### src/rtl/mod_counter.sv
// mod_counter: parametrised modulo-N up/down counter with load, clear,
// wrap/saturate bound handling, compare match, cascade terminal count
// and a sticky overflow flag.
module mod_counter #(
    parameter int unsigned      WIDTH     = 8,
    parameter logic [WIDTH-1:0] MAX_VAL   = '1,
    parameter bit               SATURATE  = 1'b0,
    parameter logic [WIDTH-1:0] RESET_VAL = '0
) (
    input  logic             clk,
    input  logic             rst,
    input  logic             en,
    input  logic             clr,
    input  logic             ld,
    input  logic [WIDTH-1:0] din,
    input  logic             up,
    input  logic [WIDTH-1:0] cmp_val,
    output logic [WIDTH-1:0] count,
    output logic             tc,
    output logic             evt,
    output logic             match,
    output logic             ovf
);

    localparam logic [WIDTH-1:0] ZERO = '0;
    localparam logic [WIDTH-1:0] ONE  = {{(WIDTH-1){1'b0}}, 1'b1};

    logic [WIDTH-1:0] count_next;
    logic [WIDTH-1:0] load_val;
    logic             evt_next;
    logic             ovf_next;
    logic             at_max;
    logic             at_zero;
    logic             at_bound;

    // A full-range terminal value needs no clamp; otherwise oversized
    // load values are pinned to the terminal value.
    generate
        if (MAX_VAL == {WIDTH{1'b1}}) begin : g_no_clamp
            assign load_val = din;
        end else begin : g_clamp
            assign load_val = (din > MAX_VAL) ? MAX_VAL : din;
        end
    endgenerate

    assign at_max   = (count == MAX_VAL);
    assign at_zero  = (count == ZERO);
    assign at_bound = up ? at_max : at_zero;

    // tc looks one edge ahead: it is high exactly when the coming edge
    // will be a bound event, so it can directly enable the next stage.
    assign tc    = en & ~clr & ~ld & at_bound;
    assign match = (count == cmp_val);

    // Next-state selection with clear > load > count priority.
    always_comb begin
        count_next = count;
        evt_next   = 1'b0;
        ovf_next   = ovf;
        if (clr) begin
            count_next = ZERO;
            ovf_next   = 1'b0;
        end else if (ld) begin
            count_next = load_val;
        end else if (en) begin
            if (at_bound) begin
                evt_next = 1'b1;
                ovf_next = 1'b1;
                if (SATURATE) begin
                    count_next = count;
                end else begin
                    count_next = up ? ZERO : MAX_VAL;
                end
            end else begin
                count_next = up ? (count + ONE) : (count - ONE);
            end
        end
    end

    // State registers; reset forces the configured start value at once.
    always_ff @(posedge clk or negedge rst) begin
        if (!rst) begin
            count <= RESET_VAL;
            evt   <= 1'b0;
            ovf   <= 1'b0;
        end else begin
            count <= count_next;
            evt   <= evt_next;
            ovf   <= ovf_next;
        end
    end

endmodule

### config.mk
export PLATFORM = sky130hd
export DESIGN_NAME = mod_counter
export DESIGN_NICKNAME = d
export VERILOG_FILES = /design/src/rtl/mod_counter.sv
export SDC_FILE = /design/constraint.sdc
export NUM_CORES = 1
export LEC_CHECK = 0
export ABC_AREA = 1
export CORE_UTILIZATION = 41
export DETAILED_ROUTE_END_ITERATION = 6
export GPL_TIMING_DRIVEN = 0
export PLACE_DENSITY = 0.75
export SLEW_MARGIN = 20
export SYNTH_ARGS = -nofsm -noshare
export SYNTH_HDL_FRONTEND = slang
export SYNTH_SLANG_ARGS = --single-unit
### constraint.sdc
create_clock -name clk -period 1.74 [get_ports clk]
set_clock_uncertainty 0.1 [all_clocks]
set_input_delay 0.435 -clock clk [delete_from_list [all_inputs] [get_ports clk]]
set_output_delay 0.435 -clock clk [all_outputs]
set_load 0.01 [all_outputs]
==> results.py, run 1 <==
metrics = {
    "synth": {
        "synthTopCellsByArea": "dfrtp_1, nand2_1, ha_1",
        "synth_commonest_cells": "nand2_1, nor2_1, inv_1",
        "synth_area_um2": 1040,
        "async_reset_ff_share_pct": 100,
        "syn_inst": 162,
        "synth_edf_count": 0,
        "yosysWarnings": 0,
        "synth.most_common_cell": "nand2_1",
        "synth_area_leader_cell": "dfrtp_1",
        "synth.distinct_cells": 25,
        "ys_seq_area_share_pct": 24.1,
        "ys_ff_latch": 10,
        "synth_ff_type": "dfrtp_1",
        "yosysTopAreaCellShare_pct": 24.1,
        "synth_fp_nets": 191,
        "synth_area_per_cell_um2": 6.40,
    },
    "clocking": {
        "cts_tree": "yes",
        "clk_pin_slew_ns": 0.06,
        "htree_num_levels": 1,
        "cts_made_buffers": 3,
        "cts_root_buf": "clkbuf_4",
        "cts_buffer_depth": 2,
        "clock_latency_ns": 0.27,
        "cts_num_sinks": 10,
    },
    "place": {
        "dpl.hpwl_mm": 2.12,
        "dp_cells": 223,
        "gp_congestion": 0.872,
        "portBuffers": 33,
        "post-place-ws_ns": -0.909,
    },
    "sta": {
        "setup_viol": 8,
        "worst_pin_slew_ns": 0.466,
        "maxSlewViolCount": 0,
        "setup_ws_ns": -0.343,
        "min_period_ns": 2.08,
        "fmax_ghz": 0.480,
        "rsz0062_at_grt": "true",
        "finalHoldViolations": 0,
        "fin_tns_setup_ns": -1.04,
        "maxSlewHeadroom_pct": 68.8,
        "period_share_pct": 120,
    },
    "floorplan": {
        "initial_core_util_pct": 45.2,
        "die_w_um": 52.3,
        "die_y_um": 52.3,
        "fp.dieArea_um2": 2730,
        "core_area_um2": 2300,
        "placementRows": 17,
        "ios": 34,
    },
    "routing": {
        "dr.pass1.iters": 4,
        "dr.max_layer_used": "met4",
        "wl_per_cell_um": 15.8,
        "wl_met1_mm": 1.42,
        "vias": 1371,
        "drc": 0,
        "ant_nets": 0,
        "routed_via_density": 5.44,
        "initialDrtViolationCount": 57,
        "routed_wirelength_mm": 3.97,
        "met2_length_mm": 1.95,
        "routed-wl-met3_um": 412,
    },
    "critical_path": {
        "r2r_cells": 12,
        "cp-end-kind": "output pin",
        "path_cells": "buf_6 -> xor2_1 -> nor4_1 -> buf_2",
        "crit_required_ns": 1.20,
        "cpLargestDelayFamily": "flip-flops",
        "r2r-end": "count[7]",
        "r2r_setup_slack_ns": -0.13,
        "worst-path-max-fanout": 5,
        "start_kind": "flip-flop",
        "cpMaxStageDelayCell": "dfrtp_2",
        "crit_buf_inv": 2,
        "arrival_ns": 1.55,
        "critPathMaxStageDelay_ns": 0.46,
        "path_class": "flip-flop to output pin",
        "r2r-start": "count[5]",
    },
    "run_status": {
        "status": "complete, but fails checks",
        "violations": "setup timing",
    },
    "grt": {
        "antenna_found_initial": 0,
        "grt_max_degree": 11,
        "grt_pass1_wl_mm": 5.04,
        "groute.usage.overall_pct": 25.3,
        "grt_pass1_vias": 1184,
        "overflow": 0,
    },
    "finish": {
        "area_growth_pct": 76.5,
        "fin_cells": 252,
        "final_nets": 254,
        "drive_gt1_share_pct": 39.7,
        "n_antenna_cell": 0,
    },
    "power": {
        "p_per_area_nw_per_um2": 645,
        "p_leak_nw": 0.928,
        "vdd_drop_max_v": 0.000522,
    },
    "hold_path": {
        "min-delay-path-class": "input pin to async pin",
    },
    "job": {
        "maxCapViolations": 0,
    },
}
[metal layers]
layer  GRT usage [%]  vias to the layer above
met3            4.93                       25
li1                -                      629
met5               0                        -
met2            46.6                      105
met4            8.33                        0
met1            28.5                      612
[worst max-delay path by stage]
stage	start	to	slack [ns]	cells past startpoint
floorplan	up	count[7]	0.004	11
global placement	up	tc	-0.89	7
detailed placement	up	tc	-0.91	7
CTS	count[7]	match	-0.24	5
global route	count[4]	match	-0.37	4
finish	count[4]	match	-0.34	4
[through the flow]
step	power [mW]	hold WS, ns	area, µm²	utilization [%]
finish	1.18	0.379	1830	79.7
global route	1.24	0.401	1830	79.7
global placement	0.739	0.420	1400	61.1
detailed placement	0.751	0.441	1400	61.1
CTS	1.04	0.380	1700	74.0
floorplan	0.579	0.0394	1040	-
[report_power, final]
group,internal [mW],leakage [nW],total [mW],switching [mW]
clock network,0.0890,0.0150,0.172,0.0826
logic,0.352,0.793,0.696,0.344
registers,0.261,0.120,0.313,0.0518
[state kept, by name, indices dropped and copies added, names as in the netlist]
| signal | count |
|---|---|
| ovf | 1 |
| evt | 1 |
| count | 8 |
[kinds of logic (layout without fill, tap and decap cells)]
group / after synthesis / count (layout) / synth area share [%]
flip-flops: 10 / 10 / 24.1
XOR/XNOR: 9 / 9 / 7.60
adder cells (fa/ha/maj): 7 / 7 / 9.17
buffers and inverters: 23 / 85 / 8.32
AO/OA/AOI/OAI: 12 / 12 / 6.51
AND/OR/NAND/NOR: 101 / 101 / 44.3
[cell type report]
| cell class | instances | area (µm²) |
|---|---|---|
| timing repair buffer | 58 | 534 |
| fill | 134 | 467 |
| inverter | 22 | 91.3 |
| multi-input combinational | 129 | 880 |
| clock buffer | 4 | 26.3 |
| tap | 28 | 35.0 |
| buffer | 1 | 3.75 |
| sequential | 10 | 260 |
[what timing repair did]
action,in CTS,in global routing
setup endpoints to repair,16,7
pin swaps,18,27
resized for setup,62,27
hold buffers,0,0
setup buffers,19,7
[layout by cell type (no fill, tap or decap), types with 2 or more instances in the layout]
cell type,count
xnor2_2,4
a21oi_1,3
o21ai_0,3
clkdlybuf4s50_1,14
xor2_1,4
nand2_1,53
clkbuf_1,2
dfrtp_2,8
nand3b_1,2
nor2_2,6
ha_4,5
nand2_2,5
o22ai_1,3
dlymetal6s2s_1,2
inv_4,2
nor2_1,11
or2_2,2
inv_2,6
nand4_1,2
clkbuf_4,3
dlygate4sd2_1,14
buf_2,2
nor2_4,6
or2_4,2
buf_4,16
nand2_4,3
nand3_1,3
inv_1,13
nand3_2,5
dfrtp_1,2
buf_6,9
No activity file was read; power rests on OpenSTA's default activity.
==> run 2, diff against run 1 <==
CAP_MARGIN = 25   (was unset)
==> results of run 2 <==
The final DEF is identical to that of run 1; final timing and power are the same.
